`src/rtl/icache_pkg.sv`:
```
// Shared state type and address-split helpers for the parametrised direct-mapped I-cache.
package icache_pkg;

    typedef enum logic [1:0] {
        StIdle,
        StReq,
        StWait,
        StResp
    } icache_state_e;

    localparam int unsigned MAX_ADDR_W = 64;

    function automatic int unsigned idx_width(input int unsigned lines);
        return $clog2(lines);
    endfunction

    function automatic int unsigned off_width(input int unsigned words_per_line);
        return $clog2(words_per_line);
    endfunction

    function automatic int unsigned tag_width(input int unsigned addr_w,
                                              input int unsigned lines,
                                              input int unsigned words_per_line);
        return addr_w - 2 - off_width(words_per_line) - idx_width(lines);
    endfunction

    // Beat and offset registers keep at least one bit so single-word lines need no special case.
    function automatic int unsigned beat_width(input int unsigned words_per_line);
        return (words_per_line > 1) ? $clog2(words_per_line) : 1;
    endfunction

    // Extract `width` bits of `addr` starting at `lsb`; a zero width yields zero.
    function automatic logic [MAX_ADDR_W-1:0] addr_field(input logic [MAX_ADDR_W-1:0] addr,
                                                         input int unsigned lsb,
                                                         input int unsigned width);
        logic [MAX_ADDR_W-1:0] mask;
        mask = (width >= MAX_ADDR_W) ? '1 : ((MAX_ADDR_W'(1) << width) - MAX_ADDR_W'(1));
        return (addr >> lsb) & mask;
    endfunction

endpackage

```
`src/rtl/icache_refill_fsm.sv`:
```
// Refill controller: miss detection, sequential beat fetch over a valid/ready port, and a sticky
// flag remembering that a flush landed while a line was in flight.
module icache_refill_fsm
    import icache_pkg::*;
#(
    parameter int unsigned ADDR_W         = 32,
    parameter int unsigned WORDS_PER_LINE = 1
) (
    input  logic                                  clock,
    input  logic                                  reset_n,
    input  logic                                  req_valid,
    input  logic                                  hit,
    input  logic                                  flush,
    input  logic [ADDR_W-1:0]                     line_base,
    input  logic                                  mem_req_ready,
    input  logic                                  mem_resp_valid,
    output icache_state_e                         state,
    output logic [beat_width(WORDS_PER_LINE)-1:0] beat,
    output logic                                  mem_req_valid,
    output logic [ADDR_W-1:0]                     mem_req_addr,
    output logic                                  flush_pending,
    output logic                                  miss_start,
    output logic                                  fill_we,
    output logic                                  fill_last,
    output logic                                  stall
);

    localparam int unsigned BEAT_W = beat_width(WORDS_PER_LINE);
    localparam logic [BEAT_W-1:0] LAST_BEAT = BEAT_W'(WORDS_PER_LINE - 1);

    icache_state_e     state_q, state_d;
    logic [BEAT_W-1:0] beat_q, beat_d;
    logic              flush_pending_q, flush_pending_d;

    always_ff @(posedge clock) begin
        if (!reset_n) begin
            state_q         <= StIdle;
            beat_q          <= '0;
            flush_pending_q <= 1'b0;
        end else begin
            state_q         <= state_d;
            beat_q          <= beat_d;
            flush_pending_q <= flush_pending_d;
        end
    end

    always_comb begin
        state_d         = state_q;
        beat_d          = beat_q;
        flush_pending_d = flush_pending_q;
        mem_req_valid   = 1'b0;
        mem_req_addr    = '0;
        miss_start      = 1'b0;
        fill_we         = 1'b0;
        fill_last       = 1'b0;

        unique case (state_q)
            StIdle: begin
                flush_pending_d = 1'b0;
                if (req_valid && !hit) begin
                    miss_start = 1'b1;
                    beat_d     = '0;
                    state_d    = StReq;
                end
            end
            StReq: begin
                mem_req_valid = 1'b1;
                mem_req_addr  = line_base + (ADDR_W'(beat_q) << 2);
                if (mem_req_ready) begin
                    state_d = StWait;
                end
            end
            StWait: begin
                if (mem_resp_valid) begin
                    fill_we = 1'b1;
                    if (beat_q == LAST_BEAT) begin
                        fill_last = 1'b1;
                        state_d   = StResp;
                    end else begin
                        beat_d  = beat_q + BEAT_W'(1);
                        state_d = StReq;
                    end
                end
            end
            StResp: begin
                state_d = StIdle;
            end
            default: begin
                state_d = StIdle;
            end
        endcase

        // A flush while busy must keep the in-flight line from being marked valid.
        if (flush && (state_q != StIdle)) begin
            flush_pending_d = 1'b1;
        end
    end

    assign stall         = (state_q != StIdle) || miss_start;
    assign state         = state_q;
    assign beat          = beat_q;
    assign flush_pending = flush_pending_q;

endmodule

```
`src/rtl/icache_dm_param.sv`:
```
// Parametrised direct-mapped read-only instruction cache with multi-beat refill and flush.
// Optional hit/miss counters are enabled by defining ICACHE_PERF_CNT_EN.
module icache_dm_param
    import icache_pkg::*;
#(
    parameter int unsigned ADDR_W         = 32,
    parameter int unsigned DATA_W         = 32,
    parameter int unsigned LINES          = 4,
    parameter int unsigned WORDS_PER_LINE = 1
) (
    input  logic              clock,
    input  logic              reset_n,
    input  logic              cpu_req_valid,
    input  logic [ADDR_W-1:0] cpu_req_addr,
    output logic              cpu_resp_valid,
    output logic [DATA_W-1:0] cpu_resp_data,
    output logic              cpu_stall,
    input  logic              flush,
    output logic              mem_req_valid,
    input  logic              mem_req_ready,
    output logic [ADDR_W-1:0] mem_req_addr,
    input  logic              mem_resp_valid,
    input  logic [DATA_W-1:0] mem_resp_data
`ifdef ICACHE_PERF_CNT_EN
    ,
    output logic [31:0]       perf_hits,
    output logic [31:0]       perf_misses
`endif
);

    localparam int unsigned IDX_W   = idx_width(LINES);
    localparam int unsigned OFF_W   = off_width(WORDS_PER_LINE);
    localparam int unsigned TAG_W   = tag_width(ADDR_W, LINES, WORDS_PER_LINE);
    localparam int unsigned BEAT_W  = beat_width(WORDS_PER_LINE);
    localparam int unsigned WIDX_W  = IDX_W + OFF_W;
    localparam int unsigned IDX_LSB = 2 + OFF_W;
    localparam int unsigned TAG_LSB = IDX_LSB + IDX_W;
    localparam int unsigned NWORDS  = LINES * WORDS_PER_LINE;

    // Data is stored flat; a word's slot is {index, offset}.
    function automatic logic [WIDX_W-1:0] widx(input logic [IDX_W-1:0]  idx,
                                               input logic [BEAT_W-1:0] off);
        return (WIDX_W'(idx) << OFF_W) | WIDX_W'(off);
    endfunction

    logic [DATA_W-1:0] data_q [NWORDS];
    logic [TAG_W-1:0]  tag_q  [LINES];
    logic [LINES-1:0]  valid_q, valid_d;

    logic [ADDR_W-1:0] req_addr_q;
    logic              resp_valid_q, resp_valid_d;
    logic [DATA_W-1:0] resp_data_q, resp_data_d;

    logic [IDX_W-1:0]  cpu_idx, req_idx;
    logic [BEAT_W-1:0] cpu_off, req_off;
    logic [TAG_W-1:0]  cpu_tag, req_tag;
    logic [ADDR_W-1:0] line_base;
    logic              hit, hit_resp;

    icache_state_e     state;
    logic [BEAT_W-1:0] beat;
    logic              flush_pending, miss_start, fill_we, fill_last;

    always_comb begin
        cpu_off   = BEAT_W'(addr_field(MAX_ADDR_W'(cpu_req_addr), 2, OFF_W));
        cpu_idx   = IDX_W'(addr_field(MAX_ADDR_W'(cpu_req_addr), IDX_LSB, IDX_W));
        cpu_tag   = TAG_W'(addr_field(MAX_ADDR_W'(cpu_req_addr), TAG_LSB, TAG_W));
        req_off   = BEAT_W'(addr_field(MAX_ADDR_W'(req_addr_q), 2, OFF_W));
        req_idx   = IDX_W'(addr_field(MAX_ADDR_W'(req_addr_q), IDX_LSB, IDX_W));
        req_tag   = TAG_W'(addr_field(MAX_ADDR_W'(req_addr_q), TAG_LSB, TAG_W));
        line_base = req_addr_q & ~((ADDR_W'(1) << IDX_LSB) - ADDR_W'(1));
    end

    // A same-cycle flush turns any lookup into a miss.
    assign hit      = valid_q[cpu_idx] && (tag_q[cpu_idx] == cpu_tag) && !flush;
    assign hit_resp = (state == StIdle) && cpu_req_valid && hit;

    icache_refill_fsm #(
        .ADDR_W         (ADDR_W),
        .WORDS_PER_LINE (WORDS_PER_LINE)
    ) u_refill_fsm (
        .clock          (clock),
        .reset_n        (reset_n),
        .req_valid      (cpu_req_valid),
        .hit            (hit),
        .flush          (flush),
        .line_base      (line_base),
        .mem_req_ready  (mem_req_ready),
        .mem_resp_valid (mem_resp_valid),
        .state          (state),
        .beat           (beat),
        .mem_req_valid  (mem_req_valid),
        .mem_req_addr   (mem_req_addr),
        .flush_pending  (flush_pending),
        .miss_start     (miss_start),
        .fill_we        (fill_we),
        .fill_last      (fill_last),
        .stall          (cpu_stall)
    );

    always_comb begin
        valid_d = valid_q;
        if (fill_last && !flush_pending) begin
            valid_d[req_idx] = 1'b1;
        end
        if (flush) begin
            valid_d = '0;
        end
    end

    // The missed word was either written on an earlier beat or is arriving on the last one.
    always_comb begin
        resp_valid_d = hit_resp || fill_last;
        resp_data_d  = resp_data_q;
        if (hit_resp) begin
            resp_data_d = data_q[widx(cpu_idx, cpu_off)];
        end else if (fill_last) begin
            resp_data_d = (req_off == beat) ? mem_resp_data : data_q[widx(req_idx, req_off)];
        end
    end

    always_ff @(posedge clock) begin
        if (!reset_n) begin
            valid_q      <= '0;
            req_addr_q   <= '0;
            resp_valid_q <= 1'b0;
            resp_data_q  <= '0;
        end else begin
            valid_q      <= valid_d;
            resp_valid_q <= resp_valid_d;
            resp_data_q  <= resp_data_d;
            if (miss_start) begin
                req_addr_q <= cpu_req_addr;
            end
        end
    end

    always_ff @(posedge clock) begin
        if (reset_n && fill_we) begin
            data_q[widx(req_idx, beat)] <= mem_resp_data;
        end
        if (reset_n && fill_last) begin
            tag_q[req_idx] <= req_tag;
        end
    end

    assign cpu_resp_valid = resp_valid_q;
    assign cpu_resp_data  = resp_data_q;

`ifdef ICACHE_PERF_CNT_EN
    logic [31:0] perf_hits_q, perf_misses_q;

    always_ff @(posedge clock) begin
        if (!reset_n) begin
            perf_hits_q   <= '0;
            perf_misses_q <= '0;
        end else begin
            if (hit_resp && (perf_hits_q != '1)) begin
                perf_hits_q <= perf_hits_q + 32'd1;
            end
            if (miss_start && (perf_misses_q != '1)) begin
                perf_misses_q <= perf_misses_q + 32'd1;
            end
        end
    end

    assign perf_hits   = perf_hits_q;
    assign perf_misses = perf_misses_q;
`endif

endmodule
```
`config.mk`:
```
export PLATFORM = sky130hd
export DESIGN_NAME = icache_dm_param
export DESIGN_NICKNAME = d
export VERILOG_FILES = /design/src/rtl/icache_pkg.sv /design/src/rtl/icache_refill_fsm.sv /design/src/rtl/icache_dm_param.sv
export SDC_FILE = /design/constraint.sdc
export NUM_CORES = 1
export LEC_CHECK = 0
export ABC_AREA = 1
export BUFFER_PORTS_ARGS = -buffer_cell sky130_fd_sc_hd__buf_2
export CORE_ASPECT_RATIO = 0.75
export CORE_MARGIN = 1
export CORE_UTILIZATION = 40
export DETAILED_ROUTE_END_ITERATION = 10
export PLACE_DENSITY_LB_ADDON = 0.3
export SETUP_SLACK_MARGIN = 0.1
export SLEW_MARGIN = 15
export SYNTH_ARGS = -nofsm -noshare
export SYNTH_HDL_FRONTEND = slang
export SYNTH_HIERARCHICAL = 1
export SYNTH_SLANG_ARGS = --single-unit
```
`constraint.sdc`:
```
create_clock -name clock -period 3.5 [get_ports clock]
set_input_delay 0.175 -clock clock [delete_from_list [all_inputs] [get_ports clock]]
set_output_delay 0.175 -clock clock [all_outputs]
set_load 0.01 [all_outputs]
```
# Word-level counts from Yosys, hierarchy flattened
# Memory sizes are Yosys's and may differ from the RTL's. A register that Yosys moved wholly into a read port is not among the register bits.
# Index checks and enable logic that the tools add are counted.
# totals
register_bits	73
ramBits	240
inputBits	70
out_inout_bits	67
wordCells	80
mem_count	2
# mem_list
name	words	word_bits	rd	rd_clocked_by_memory_dff	write_ports	line	source
data_q	4	32	2	1	1	icache_dm_param.sv:46	logic [DATA_W-1:0] data_q [NWORDS];
tag_q	4	28	1	0	1	icache_dm_param.sv:47	logic [TAG_W-1:0] tag_q [LINES];
# op_classes
addsub	2
magnitude_cmp	3
n_eq_ne	7
mux	33
bitwise	3
reduce_logical	23
# ops
operator	count
2-to-1 mux 32 bit	4
adder 32 x 3 -> 32 bit	1
equality test 28 bit	1
2-to-1 mux 1 bit	19
2-to-1 mux 2 bit	6
logical AND 1 bit	10
case mux 2 bit (4 select lines)	1
nonzero test 2 bit	4
less-than comparator 2 x 3 -> 1 bit, second input constant	2
AND reduction 3 bit	2
equality test 2 bit, second input constant	2
inequality test 2 bit, second input constant	2
OR 4 bit	1
zero test 1 bit	3
binary-select mux 1 bit (select 2 bit)	1
demux 1 bit (select 2 bit)	1
equality test 2 x 1 -> 1 bit, second input constant	1
>= comparator 2 x 1 -> 1 bit, second input constant	1
zero test 2 bit	1
logical OR 1 bit	2
inequality test 2 x 1 -> 1 bit, second input constant	1
OR 2 x 1 -> 2 bit	1
case mux 1 bit (2 select lines)	1
OR reduction 2 bit	1
other kinds (2)	2

# Logic depth before layout (Yosys ltp)
# Gate-level depths: netlist of the first run.
# depth
depth_word	10
depth_mapped	20
ltp_nobuf	17

# By module
# Netlist of the first run, hierarchy kept.
# modules_own_cells
mod	instances	cells_each	area_per_inst_um2	seq_area_each_um2
icache_dm_param	1	1460	13868.3	8588.2
icache_refill_fsm	1	106	524.3	60.1

# Least setup slack after synthesis of the first run
# No wires, ideal clock.
# synth_path
path_type	register to register
start	register u_refill_fsm.state_q[0] (netlist: u_refill_fsm/state[0])
end	memory tag_q[1][0] (netlist name), enable pin
setup_time_ns	0.448
arrival_ns	3.245
required_ns	3.052
setup_slack_ns	-0.193
path_stages_with_launch	9
path_buffers	2
period_less_slack_ns	3.693
cell_sequence	dfxtp_1 > inv_1 > ha_1 > nand2_1 > inv_1 > clkbuf_1 > clkbuf_1 > nand2_1 > nor3_1
# synth_between
elab_chain_len	5
# synth_lines
item	line	source
start, declared	icache_refill_fsm.sv:31	icache_state_e state_q, state_d;
start signal, assigned	icache_refill_fsm.sv:37	state_q <= StIdle;
start signal, assigned	icache_refill_fsm.sv:41	state_q <= state_d;
equality test 2 bit	icache_refill_fsm.sv:57	unique case (state_q)
2-to-1 mux 1 bit	icache_refill_fsm.sv:57	
named net fill_last	icache_dm_param.sv:62	logic flush_pending, miss_start, fill_we, fill_last;
logical AND 1 bit	icache_dm_param.sv:142	if (reset_n && fill_last) begin
2-to-1 mux 1 bit	icache_dm_param.sv:142	
2-to-1 mux 1 bit (implied by the code)	icache_dm_param.sv:143	tag_q[req_idx] <= req_tag;
end, declared	icache_dm_param.sv:47	
# The timed path passes the listed nets, and every way through them passes these cells.

# Worst setup path in the final report of the first run
# layout_path
start	memory tag_q[1][24] (netlist name)
end	output port cpu_stall
# layout_between
elab_chain_len	9
# layout_lines
item	line	source
memory (4 x 28 bit)	-	
equality test 28 bit	icache_dm_param.sv:75	assign hit = valid_q[cpu_idx] && (tag_q[cpu_idx] == cpu_tag) && !flush;
logical AND 1 bit (2 in a row)	icache_dm_param.sv:75	
zero test 1 bit	icache_refill_fsm.sv:60	if (req_valid && !hit) begin
logical AND 1 bit	icache_refill_fsm.sv:60	
2-to-1 mux 1 bit	icache_refill_fsm.sv:60	
2-to-1 mux 1 bit	icache_refill_fsm.sv:57	
logical OR 1 bit	icache_refill_fsm.sv:99	assign stall = (state_q != StIdle) || miss_start;
end, declared	icache_dm_param.sv:17	output logic cpu_stall,
# No other way between the ends.

==> impl_table.tex, run 1 <==
\begin{tabular}{lr}
\hline
Metric & Value \\
\hline
\multicolumn{2}{l}{\textbf{Status}} \\
\quad Result of the run & finished, final reports clean \\
\multicolumn{2}{l}{\textbf{Setup path}} \\
\quad Startpoint-to-endpoint class of the critical path & register to output port \\
\quad Worst-case reg-to-reg path depth & 13 \\
\quad Capture instance of the worst register-to-register path & cpu\_resp\_data[30] \\
\quad Worst-path maximum fanout & 12 \\
\quad Data required time at the worst endpoint & 3.32 ns \\
\quad Register-to-register setup slack & 1.12 ns \\
\quad Reg2reg start & tag\_q[1][24] \\
\quad Kind of start point of the critical path & register \\
\quad Arrival time reported for the critical path endpoint & approximately 2.6 ns \\
\quad Nature of the critical path endpoint & output port \\
\multicolumn{2}{l}{\textbf{Yosys}} \\
\quad Simple-gate share of the synthesized area & 0.199 \\
\quad Warnings, synthesis & 6 \\
\quad Number of instances in the synthesized netlist & 1566 \\
\quad Library cell with the largest summed area after synthesis & edfxtp\_1 \\
\quad Mean instance size in the synthesized netlist & 9.19 um\^{}2 \\
\quad Multiplexer share of the synthesized area & 0 \\
\quad Synth top cells by count & 360 x nand2\_1, 240 x edfxtp\_1, 159 x o21ai\_0 \\
\quad Cell with the most instances after synthesis & nand2\_1 \\
\quad Share of the yosys chip area belonging to registers & 0.601 \\
\quad Main combinational cell family by area after synthesis & simple AND/OR/NAND/NOR gates \\
\quad FFs w/ async S/R, synth & 0 \\
\quad Number of distinct library cells after synthesis & 26 \\
\quad Number of synthesized register bits & 312 \\
\quad Parity-gate share of the synthesized area counting xor and xnor cells & 0 \\
\quad Number of synthesized flops with an enable pin & 240 \\
\quad Summed instance area of the synthesized netlist & 14400 um\^{}2 \\
\quad Cell types occupying the most area after synthesis & edfxtp\_1 50\%, dfxtp\_1 10\%, nand2\_1 9.4\% \\
\quad Top\_reg\_cell synth & edfxtp\_1 \\
\quad Arithmetic-cell share of the synthesized area counting full adders, half adders and majority gates & 0.00261 \\
\quad Top cell type's share of synthesized area & 0.501 \\
\quad Compound-gate portion of the synthesized area & 0.130 \\
\multicolumn{2}{l}{\textbf{Final layout}} \\
\quad Fillers & 3170 \\
\quad Layout cell share with drive strength beyond 1 & 0.135 \\
\quad FF+latch area & 8650 um\^{}2 \\
\quad Area added between synthesis and finish & 18.9\% \\
\quad Area used by multi-input combinational logic & 4870 um\^{}2 \\
\quad Post-route core utilization & 0.488 \\
\quad Nets & 1792 \\
\quad Count of placed standard cells in the final layout, fillers left out & 2202 \\
\multicolumn{2}{l}{\textbf{Place}} \\
\quad Placed cell count & 2079 \\
\quad Hpwl dp & 22.4 mm \\
\quad Global placer's final weighted congestion & 0.790 \\
\quad Count of input and output buffers & between 100 and 150 \\
\multicolumn{2}{l}{\textbf{Detailed routing}} \\
\quad Final Routed Wirelength & 40.2 mm \\
\quad DRT met1 WL & 17.9 mm \\
\quad WL met2 & 18.6 mm \\
\quad Mean routed wirelength per cell & 18.3 um \\
\quad Met3 wire length & 3.02 mm \\
\quad Number of iterations in the first detailed-routing pass & 7 \\
\quad Number of DRC markers after the initial detailed-route iteration & 1095 \\
\quad DRC violation count after routing & 0 \\
\quad Uppermost metal layer occupied by signal nets & met5 \\
\quad Vias per inst & $\sim$5.4 \\
\quad Total vias in the final route & 11.8k \\
\quad Number of nets with antenna violations after detailed routing & 0 \\
\multicolumn{2}{l}{\textbf{Floorplanning}} \\
\quad Core Area & 35100 um\^{}2 \\
\quad Floorplan row count & 59 \\
\quad Initial Util & 0.410 \\
\quad Horizontal extent of the die & 221 um \\
\quad Overall die height & roughly 170 um \\
\quad Boundary Pins & between 100 and 150 \\
\quad Die area & 36800 um\^{}2 \\
\multicolumn{2}{l}{\textbf{Clock network}} \\
\quad Clk Tree Root Cell & clkbuf\_16 \\
\quad Number of levels in the clock H-tree & 2 \\
\quad Hold buffers post-CTS & 61 \\
\quad Number of post-CTS setup repair buffers & 0 \\
\quad TritonCTS clock tree & done \\
\quad Clock latency at the later pin of the worst-skew pair & 0.52 ns \\
\quad Clock-pin slew on the worst setup and hold paths & 0.05 ns \\
\quad Max Root-Sink Buffers & 3 \\
\quad Count of instances resized after the clock tree is built & 0 \\
\quad CTS Buf Count & 34 \\
\quad Clock tree sinks & approximately 310 \\
\multicolumn{2}{l}{\textbf{STA}} \\
\quad Setup repair after global routing missed its margin & no \\
\quad Relative slew slack & 0.315 \\
\quad Clock tree skew after final layout & 0.0207 ns \\
\quad Clock period minus final worst setup slack & 2.73 ns \\
\quad Share of the clock period used by the worst path & 0.781 \\
\quad Number of endpoints failing setup at the final stage & 0 \\
\quad Count of final max-slew check failures & 0 \\
\quad Smallest hold slack & 0.0760 ns \\
\quad Setup tns final & 0 ns \\
\quad Number of hold violations in the final report & 0 \\
\quad Worst slew pin tran & 1.03 ns \\
\quad FMAX & between 300 and 400 MHz \\
\multicolumn{2}{l}{\textbf{Global route}} \\
\quad Gr usage total & 0.217 \\
\quad Total gr overflow & 0 \\
\quad Via count of the first global-routing pass & 11.5k \\
\quad First-pass GRT wire length & 62.6 mm \\
\quad Number of antenna violations at the first check in global routing & 2 \\
\quad Maximum number of pins on one net before global-route repair & between 150 and 200 \\
\multicolumn{2}{l}{\textbf{Power and ir drop}} \\
\quad Net load switching power & 0.00292 W \\
\quad Cell-internal power & around 0.0070 W \\
\quad Switching share of power & 0.295 \\
\quad Pwr per Cell Area & between 500 and 600 nW/um\^{}2 \\
\quad Sequential cell fraction of total power & 0.469 \\
\quad Clock group share of total power & 0.351 \\
\quad Peak supply drop & 305 uV \\
\quad Leakage component of the power & 7.02 nW \\
\quad Combinational Power Share & 0.180 \\
\multicolumn{2}{l}{\textbf{Flow run}} \\
\quad Count of max-cap constraint violations & 0 \\
\multicolumn{2}{l}{\textbf{Min path}} \\
\quad Worst hold endpoint & u\_refill\_fsm/state[0] \\
\quad Worst Hold Depth & 6 \\
\quad Startpoint of the tightest hold check path & mem\_req\_ready \\
\quad Min-delay worst type & input port to register \\
\hline
\end{tabular}
[critical path, stage by stage, from the launching register on]
cell,delay (ns)
edfxtp_1,0.35
nand2_1,0.07
nand3_1,0.12
nand3_1,0.14
nand2_1,0.06
nor2_1,0.23
nand2_1,0.09
nor2_1,0.11
nand2_1,0.08
nor2_2,0.23
buf_4,0.27
o21ai_1,0.12
buf_2,0.17
[cells by family (layout without fill, tap and decap cells)]
kind of cell,Yosys count,in the layout
fa+ha+maj,3,3
other cells,2,4
simple gates,690,690
compound gates,343,343
flops,312,312
buf+inv,216,393
[registers in the layout (all words and copies together) (netlist names), named ones only]
name,count
cpu_resp_data,32
cpu_resp_valid,1
data_q,128
req_addr_q,30
tag_q,112
u_refill_fsm/flush_pending,1
u_refill_fsm/state,2
valid_q,4
[layout make-up]
cell class                      instances  area share
Sequential cell                       312       0.505
Multi-Input combinational cell       1039       0.285
Timing Repair Buffer                  221      0.0889
Clock buffer                           45      0.0545
Tap cell                              457      0.0334
Inverter                              111      0.0246
Clock inverter                         16     0.00819
Antenna cell                            1    0.000146
[per-layer routing]
layer,GRT usage,up-vias
li1,-,5672
met1,0.299,5643
met2,0.349,449
met3,0.0327,67
met4,0.0724,2
met5,0,-
[how the worst max path moves through the flow]
| stage | to | slack (ns) | startpoint | depth (start not counted) |
|---|---|---|---|---|
| after floorplan | tag_q[1][0] | -0.19 | u_refill_fsm/state[0] | 8 |
| after global placement | cpu_resp_data[30] | 0.63 | cpu_req_addr[2] | 16 |
| after detailed placement | cpu_resp_data[30] | 0.59 | cpu_req_addr[2] | 16 |
| after CTS | cpu_stall | 0.72 | tag_q[1][24] | 12 |
| after global routing | cpu_stall | 0.49 | cpu_req_addr[2] | 15 |
| final | cpu_stall | 0.77 | tag_q[1][24] | 12 |
[power groups by stage]
stage	clock network [W]	registers, W	logic [W]
2_1_floorplan	0	0.00461	0.00115
3_3_place_gp	0	0.00468	0.00166
3_5_place_dp	0	0.00470	0.00170
4_1_cts	0.00354	0.00462	0.00176
5_1_grt	0.00368	0.00467	0.00197
6_report	0.00347	0.00463	0.00178
[per-stage QoR]
step	instance area, um^2	total power [W]	worst slack, ns
after floorplan	14400	0.00575	-0.193
after global placement	15400	0.00634	0.628
after detailed placement	15400	0.00640	0.595
after CTS	17100	0.00992	0.723
after global routing	17100	0.0103	0.492
final	17100	0.00988	0.767
[placed cells by master, fill, tap and decap left out]
cell           count
clkinv_2           7
nor2_4             1
inv_2              4
clkbuf_1           8
buf_2            131
clkinv_1           4
nand2_4            2
nor3b_2            1
o21ai_1            1
inv_4              3
dfxtp_1           70
buf_4             26
conb_1             3
ha_1               3
bufinv_16          2
buf_12             3
nand2_1          360
dlygate4sd3_1     61
nand3_1          150
inv_1            104
edfxtp_1         240
clkbuf_8           2
nor2_2             3
o21ai_0          159
dfxtp_2            2
nor3_2             5
nor3_4             4
nor2_1           151
nand3b_1          12
a21oi_1          119
o211ai_1          64
diode_2            1
clkbuf_16         35
inv_6              3
nand3_2            1
Note: power is estimated with default switching activity, not from simulation.
==> run 2, diff against run 1 <==
clock period = 2.46 ns   (was 3.5 ns; I/O delays follow)
==> impl_table.tex, run 2 (same netlist as run 1, synthesis figures left out) <==
\begin{tabular}{lr}
\hline
Metric & Value \\
\hline
\multicolumn{2}{l}{\textbf{Clock network}} \\
\quad Clock latency at the later pin of the worst-skew pair & 0.52 ns (about the same) \\
\quad Clock-pin slew on the worst setup and hold paths & 0.06 ns (about the same) \\
\quad CTS Buf Count & 34 (unchanged) \\
\quad Clock tree sinks & 312 (unchanged) \\
\quad Number of levels in the clock H-tree & 2 (unchanged) \\
\quad Max Root-Sink Buffers & 3 (unchanged) \\
\quad Clk Tree Root Cell & clkbuf\_16 \\
\quad TritonCTS clock tree & done \\
\multicolumn{2}{l}{\textbf{Global route}} \\
\quad Maximum number of pins on one net before global-route repair & 67 (-57\%) \\
\quad Via count of the first global-routing pass & 11.4k (-1.0\%) \\
\quad Number of antenna violations at the first check in global routing & 2 (unchanged) \\
\quad First-pass GRT wire length & 63.4 mm (+1.3\%) \\
\quad Gr usage total & 0.219 (+0.00214) \\
\quad Total gr overflow & 0 (unchanged) \\
\multicolumn{2}{l}{\textbf{Floorplanning}} \\
\quad Horizontal extent of the die & 221 um (unchanged) \\
\quad Die area & 36800 um\^{}2 (unchanged) \\
\quad Core Area & 35100 um\^{}2 (unchanged) \\
\quad Initial Util & 0.410 (unchanged) \\
\quad Overall die height & 166 um (unchanged) \\
\quad Boundary Pins & 137 (unchanged) \\
\quad Floorplan row count & 59 (unchanged) \\
\multicolumn{2}{l}{\textbf{STA}} \\
\quad Number of endpoints failing setup at the final stage & 0 (unchanged) \\
\quad Clock tree skew after final layout & 0.0212 ns (+0.000547 ns) \\
\quad Setup tns final & 0 ns (unchanged) \\
\quad Count of final max-slew check failures & 0 (unchanged) \\
\quad Smallest hold slack & 0.122 ns (+0.0461 ns) \\
\quad Number of hold violations in the final report & 0 (unchanged) \\
\quad Share of the clock period used by the worst path & 0.938 \\
\quad Clock period minus final worst setup slack & 2.31 ns \\
\quad Relative slew slack & 0.501 (+0.186) \\
\quad Worst slew pin tran & 0.749 ns (-0.279 ns) \\
\quad Setup repair after global routing missed its margin & yes \\
\quad FMAX & between 400 and 500 MHz \\
\multicolumn{2}{l}{\textbf{Power and ir drop}} \\
\quad Net load switching power & 0.00421 W (+44\%) \\
\quad Clock group share of total power & 0.341 (-0.010) \\
\quad Switching share of power & 0.298 (+0.00265) \\
\quad Cell-internal power & 0.00990 W (+42\%) \\
\quad Leakage component of the power & 7.21 nW (+2.8\%) \\
\quad Combinational Power Share & 0.197 (+0.017) \\
\quad Pwr per Cell Area & 803 nW/um\^{}2 (+39\%) \\
\quad Sequential cell fraction of total power & 0.462 (-0.007) \\
\quad Peak supply drop & 564 uV (+85\%) \\
\multicolumn{2}{l}{\textbf{Setup path}} \\
\quad Worst-path maximum fanout & 3 (-9) \\
\quad Reg2reg start & tag\_q[3][14] \\
\quad Data required time at the worst endpoint & 2.34 ns (-0.98 ns) \\
\quad Register-to-register setup slack & 0.28 ns (-0.84 ns) \\
\quad Worst-case reg-to-reg path depth & 17 (+4) \\
\quad Arrival time reported for the critical path endpoint & 2.18 ns (-0.38 ns) \\
\quad Kind of start point of the critical path & register \\
\quad Capture instance of the worst register-to-register path & req\_addr\_q[4] \\
\quad Startpoint-to-endpoint class of the critical path & register to output port \\
\quad Nature of the critical path endpoint & output port \\
\multicolumn{2}{l}{\textbf{Detailed routing}} \\
\quad Final Routed Wirelength & 40.7 mm (+1.2\%) \\
\quad Number of nets with antenna violations after detailed routing & 0 (unchanged) \\
\quad Number of DRC markers after the initial detailed-route iteration & 1243 (+14\%) \\
\quad DRC violation count after routing & 0 (unchanged) \\
\quad Number of iterations in the first detailed-routing pass & 7 (unchanged) \\
\quad Vias per inst & 5.36 (-0.19\%) \\
\quad Total vias in the final route & 12.0k (+1.2\%) \\
\quad Mean routed wirelength per cell & 18.2 um (-0.21\%) \\
\multicolumn{2}{l}{\textbf{Min path}} \\
\quad Worst hold endpoint & u\_refill\_fsm/state[0] \\
\quad Startpoint of the tightest hold check path & mem\_req\_ready \\
\quad Min-delay worst type & input port to register \\
\quad Worst Hold Depth & 7 (+1) \\
\multicolumn{2}{l}{\textbf{Final layout}} \\
\quad Area added between synthesis and finish & 22.1\% \\
\quad Biggest register & data\_q \\
\quad Most common cell after layout, fill and taps aside & nand2\_1 \\
\quad Number of flip-flops in the largest register & 128 (unchanged) \\
\quad Layout cell share with drive strength beyond 1 & 0.157 (+0.0220) \\
\quad Most used cells in the layout excluding fill and tap cells & 354 x nand2\_1, 240 x edfxtp\_1, 152 x o21ai\_0 \\
\quad Fillers & 3104 (-2.1\%) \\
\quad Nets & 1822 (+1.7\%) \\
\multicolumn{2}{l}{\textbf{Place}} \\
\quad Hpwl dp & 23.7 mm (+5.7\%) \\
\quad Global placer's final weighted congestion & 0.807 (+2.2\%) \\
\quad Count of input and output buffers & 132 (unchanged) \\
\multicolumn{2}{l}{\textbf{Flow run}} \\
\quad Count of max-cap constraint violations & 0 (unchanged) \\
\multicolumn{2}{l}{\textbf{Status}} \\
\quad Result of the run & finished, final reports clean \\
\hline
\end{tabular}
## run 2: changes by cell type in the layout (fill, tap and decap cells not counted), moves of 3 or more
cell	previous run	this run
nor3_2	5	0
buf_4	26	41
o21ai_0	159	152
nand3_1	150	144
o21ai_1	1	7
nand2_2	0	6
clkbuf_8	2	5
buf_12	3	15
nor3_4	4	9
nor2_1	151	148
nand2_1	360	354
nand3_2	1	7
## run 2: layer usage
metal / track usage / vias up / routed length (um) / share of wire
li1: - / 5725 / - / -
met1: 0.309 / 5719 / 18400 / 0.45
met2: 0.344 / 466 / 18500 / 0.46
met3: 0.0364 / 67 / 2940 / 0.072
met4: 0.0678 / 0 / 782 / 0.019
met5: 0 / - / 0 / 0
## run 2: cell type report
cell class,count,area [um^2],area share
antenna,2,5.00,0.000285
clock buffer,50,982,0.0559
clock inverter,11,58.8,0.00335
inverter,111,420,0.0239
multi-input combinational,1039,4970,0.283
sequential,312,8650,0.492
tap,457,572,0.0325
timing repair buffer,251,1910,0.109
## run 2: repair_timing
action,4_1_cts,5_1_grt
setup buffers,0,4
hold endpoints to repair,162,0
gates resized for setup,3,25
hold buffers,63,0
pin swaps,0,14
setup endpoints to repair,33,44
## run 2: power groups by stage
stage | Combinational [W] | Sequential [W] | Clock [W]
floorplan | 0.00166 | 0.00656 | 0
global placement | 0.00254 | 0.00660 | 0
detailed placement | 0.00259 | 0.00662 | 0
CTS | 0.00270 | 0.00651 | 0.00490
global route | 0.00307 | 0.00657 | 0.00508
finish | 0.00277 | 0.00652 | 0.00481
## run 2: worst max-delay path, cell delays in order, from the launching register on
cell and delay [ns]:
edfxtp_1 0.35, nand2_1 0.09, nand3_2 0.08, nand2_1 0.08, nand2_1 0.06, nand2_2 0.12
nand2_2 0.08, inv_2 0.05, nand2_2 0.05, nor2_1 0.10, nand2_1 0.09, nor2_4 0.18
buf_6 0.13, o21ai_2 0.07, buf_6 0.14
## run 2: per-stage QoR
step                 util  instances  area [um^2]  setup WS [ns]  total power [W]
finish              0.501       2233        17600          0.153           0.0141
detailed placement  0.450       2103        15800         -0.230          0.00921
global route        0.501       2232        17600        -0.0132           0.0147
CTS                 0.498       2227        17500        -0.0141           0.0141
floorplan               -       1567        14500         -0.251          0.00821
global placement    0.450       2103        15800         -0.161          0.00914
## run 2: worst max-delay path by stage
stage               startpoint              to  slack [ns]  depth (start not counted)
2_1_floorplan    req_addr_q[3]    data_q[3][0]       -0.25                          3
3_3_place_gp   cpu_req_addr[2]  req_addr_q[25]       -0.16                         18
3_5_place_dp   cpu_req_addr[2]  req_addr_q[25]       -0.23                         18
4_1_cts            tag_q[1][5]       cpu_stall       -0.01                         12
5_1_grt           tag_q[3][11]       cpu_stall       -0.01                         12
6_report          tag_q[3][14]       cpu_stall        0.15                         14
==> run 3, diff against run 2 <==
--- a/config.mk
+++ b/config.mk
@@ -12,4 +12,5 @@
 export CORE_UTILIZATION = 40
 export DETAILED_ROUTE_END_ITERATION = 10
+export GPL_TIMING_DRIVEN = 1
 export PLACE_DENSITY_LB_ADDON = 0.3
 export SETUP_SLACK_MARGIN = 0.1
==> constraint.sdc (replaced) <==
create_clock -name clock -period 2.46 [get_ports clock]
set_input_delay 0.246 -clock clock [delete_from_list [all_inputs] [get_ports clock]]
set_output_delay 0.246 -clock clock [all_outputs]
set_load 0.01 [all_outputs]
==> impl_table.tex, run 3 (same netlist as run 1, synthesis figures left out) <==
\begin{tabular}{lr}
\hline
Metric & Value \\
\hline
\multicolumn{2}{l}{\textbf{Status}} \\
\quad Result of the run & finished, violations left \\
\quad Violated checks & negative setup slack \\
\multicolumn{2}{l}{\textbf{Setup path}} \\
\quad Kind of start point of the critical path & register \\
\quad Dominant cell type by count on the critical path & nand2\_1 \\
\quad Startpoint-to-endpoint class of the critical path & register to output port \\
\quad Ordered list of cells on the worst path & nand2\_1, nand3\_1, nand3b\_1, nand2\_1, nor2\_1, nand2\_1, nor2\_1, nand2\_1, nor2\_4, buf\_6, buf\_12, o21ai\_4, buf\_6 \\
\quad Arrival time reported for the critical path endpoint & 2.28 ns (+0.10 ns) \\
\quad Data required time at the worst endpoint & 2.21 ns (-0.13 ns) \\
\quad Nature of the critical path endpoint & output port \\
\quad Worst-path maximum fanout & 2 (-1) \\
\quad Largest incremental delay on the critical path & 0.36 ns (about the same) \\
\quad Highest-delay cell along the critical path & edfxtp\_1 \\
\quad Worst-case reg-to-reg path depth & 17 (unchanged) \\
\multicolumn{2}{l}{\textbf{STA}} \\
\quad Relative slew slack & 0.336 (-0.165) \\
\quad Count of final max-slew check failures & 0 (unchanged) \\
\quad Clock tree skew after final layout & 0.0289 ns (+0.00766 ns) \\
\quad Worst slew pin tran & 0.996 ns (+0.247 ns) \\
\quad FMAX & 396 MHz (-8.7\%) \\
\quad Share of the clock period used by the worst path & 1.03 (+0.0894) \\
\quad Setup repair after global routing missed its margin & yes \\
\quad Post-route setup slack & -0.0666 ns (-0.220 ns) \\
\quad Clock period minus final worst setup slack & 2.53 ns (+0.220 ns) \\
\quad Number of hold violations in the final report & 0 (unchanged) \\
\quad Smallest hold slack & 0.0150 ns (-0.107 ns) \\
\quad Number of endpoints failing setup at the final stage & 1 (+1) \\
\multicolumn{2}{l}{\textbf{Power and ir drop}} \\
\quad Leakage component of the power & 7.17 nW (-0.57\%) \\
\quad Net load switching power & 0.00417 W (-0.85\%) \\
\quad Switching share of power & 0.298 (about the same) \\
\quad Sequential cell fraction of total power & 0.470 (+0.008) \\
\quad Clock group share of total power & 0.336 (-0.005) \\
\quad Pwr per Cell Area & 801 nW/um\^{}2 (-0.21\%) \\
\quad Combinational Power Share & 0.194 (-0.003) \\
\quad Cell-internal power & 0.00983 W (-0.73\%) \\
\quad Overall power consumption & 0.0140 W (-0.76\%) \\
\quad Peak supply drop & 455 uV (-19\%) \\
\multicolumn{2}{l}{\textbf{Final layout}} \\
\quad Fillers & 3159 (+1.8\%) \\
\quad Layout cell share with drive strength beyond 1 & 0.168 (+0.0117) \\
\quad Cell area after layout & 17500 um\^{}2 (-0.56\%) \\
\quad Area added between synthesis and finish & 21.4\% \\
\quad FF+latch area & 8650 um\^{}2 (about the same) \\
\quad Most used cells in the layout excluding fill and tap cells & 355 x nand2\_1, 240 x edfxtp\_1, 159 x o21ai\_0 \\
\quad Count of placed standard cells in the final layout, fillers left out & 2217 (-0.72\%) \\
\quad Most common cell after layout, fill and taps aside & nand2\_1 \\
\quad Area used by multi-input combinational logic & 5020 um\^{}2 (+1.1\%) \\
\quad Post-route core utilization & 0.498 (-0.00278) \\
\quad Nets & 1807 (-0.82\%) \\
\quad Biggest register & data\_q \\
\quad Number of flip-flops in the largest register & 128 (unchanged) \\
\multicolumn{2}{l}{\textbf{Flow run}} \\
\quad Count of max-cap constraint violations & 0 (unchanged) \\
\multicolumn{2}{l}{\textbf{Clock network}} \\
\quad Clock tree sinks & 312 (unchanged) \\
\quad CTS Buf Count & 34 (unchanged) \\
\quad TritonCTS clock tree & done \\
\quad Max Root-Sink Buffers & 3 (unchanged) \\
\quad Number of levels in the clock H-tree & 2 (unchanged) \\
\quad Clock latency at the later pin of the worst-skew pair & 0.51 ns (about the same) \\
\quad Clock-pin slew on the worst setup and hold paths & 0.06 ns (about the same) \\
\quad Clk Tree Root Cell & clkbuf\_16 \\
\multicolumn{2}{l}{\textbf{Floorplanning}} \\
\quad Boundary Pins & 137 (unchanged) \\
\quad Floorplan row count & 59 (unchanged) \\
\quad Core Area & 35100 um\^{}2 (unchanged) \\
\quad Overall die height & 166 um (unchanged) \\
\quad Horizontal extent of the die & 221 um (unchanged) \\
\quad Die area & 36800 um\^{}2 (unchanged) \\
\quad Initial Util & 0.410 (unchanged) \\
\multicolumn{2}{l}{\textbf{Place}} \\
\quad Placed cell count & 2111 (+0.38\%) \\
\quad Hpwl dp & 23.3 mm (-1.8\%) \\
\quad Global placer's final weighted congestion & 0.795 (-1.5\%) \\
\quad Count of input and output buffers & 132 (unchanged) \\
\quad Placed cell area & 15900 um\^{}2 (+0.55\%) \\
\multicolumn{2}{l}{\textbf{Detailed routing}} \\
\quad Vias per inst & 5.33 (-0.58\%) \\
\quad DRC violation count after routing & 0 (unchanged) \\
\quad Number of DRC markers after the initial detailed-route iteration & 950 (-24\%) \\
\quad Number of iterations in the first detailed-routing pass & 5 (-2) \\
\quad Mean routed wirelength per cell & 18.0 um (-1.1\%) \\
\quad Final Routed Wirelength & 40.0 mm (-1.8\%) \\
\quad Total vias in the final route & 11.8k (-1.3\%) \\
\quad Number of nets with antenna violations after detailed routing & 0 (unchanged) \\
\multicolumn{2}{l}{\textbf{Global route}} \\
\quad Via count of the first global-routing pass & 11.4k (+0.053\%) \\
\quad First-pass GRT wire length & 62.2 mm (-1.9\%) \\
\quad Gr usage total & 0.215 (-0.00375) \\
\quad Number of antenna violations at the first check in global routing & 2 (unchanged) \\
\quad Maximum number of pins on one net before global-route repair & 97 (+45\%) \\
\quad Total gr overflow & 0 (unchanged) \\
\multicolumn{2}{l}{\textbf{Min path}} \\
\quad Worst Hold Depth & 3 (-4) \\
\quad Min-delay worst type & input port to register \\
\hline
\end{tabular}
[run 3: cell count changes in the layout (fill, tap and decap cells not counted), sizes merged]
cell         change
buf              +9
clkbuf           -6
clkinv           +4
clkinvlp         +1
dlygate4sd3     -24
[run 3: area by class of cell]
type	instances	share of cell area
multi-input cells	1039	0.287
flip-flops and latches	312	0.495
clock inverters	16	0.00473
clock buffers	44	0.0538
diodes	2	0.000286
repair buffers	236	0.102
inverters	111	0.0241
well taps	457	0.0327
[run 3: path summary, 6_finish.rpt]
check                   start                     to  slack, ns
max               tag_q[3][7]              cpu_stall      -0.07
min          cpu_req_addr[23]         req_addr_q[23]       0.02
max reg2reg       tag_q[3][7]  u_refill_fsm/state[1]       0.12
min reg2reg        valid_q[3]             valid_q[3]       0.45
[run 3: metal layers]
| metal | vias to the layer above | track usage | routed length, um | share of wire |
|---|---|---|---|---|
| met4 | 0 | 0.0757 | 947 | 0.024 |
| met3 | 81 | 0.0318 | 2850 | 0.071 |
| li1 | 5696 | - | - | - |
| met2 | 457 | 0.347 | 18400 | 0.46 |
| met1 | 5588 | 0.296 | 17800 | 0.45 |
| met5 | - | 0 | 0 | 0 |
[run 3: critical path, delay by kind of cell, from the launching register on]
kind                   cells  cell delay (ns)
buffers and inverters      3             0.37
and+or+nand+nor            9             0.97
AOI/OAI and AO/OA          1             0.06
DFF                        1             0.36
[run 3: metrics by stage]
step	worst slack (ns)	setup TNS, ns
final	-0.0666	-0.0666
after detailed placement	-0.0828	-0.510
after global placement	-0.0438	-0.145
after global routing	-0.159	-0.166
after floorplan	-0.251	-25.59
after CTS	-0.0691	-0.0691
[run 3: timing repair]
item / 4_1_cts / 5_1_grt
pin swaps: 9 / 15
hold endpoints to repair: 132 / 0
hold buffers: 39 / 0
gates resized for setup: 14 / 20
cloned: 0 / 0
buffers inserted: 3 / 2
endpoints found under the setup margin: 1 / 44
[run 3: power by group through the flow]
stage	registers [W]	clock network, W	logic [W]
after global routing	0.00663	0.00501	0.00299
after detailed placement	0.00668	0	0.00256
after global placement	0.00666	0	0.00252
after CTS	0.00657	0.00480	0.00265
final	0.00658	0.00471	0.00272
after floorplan	0.00656	0	0.00166
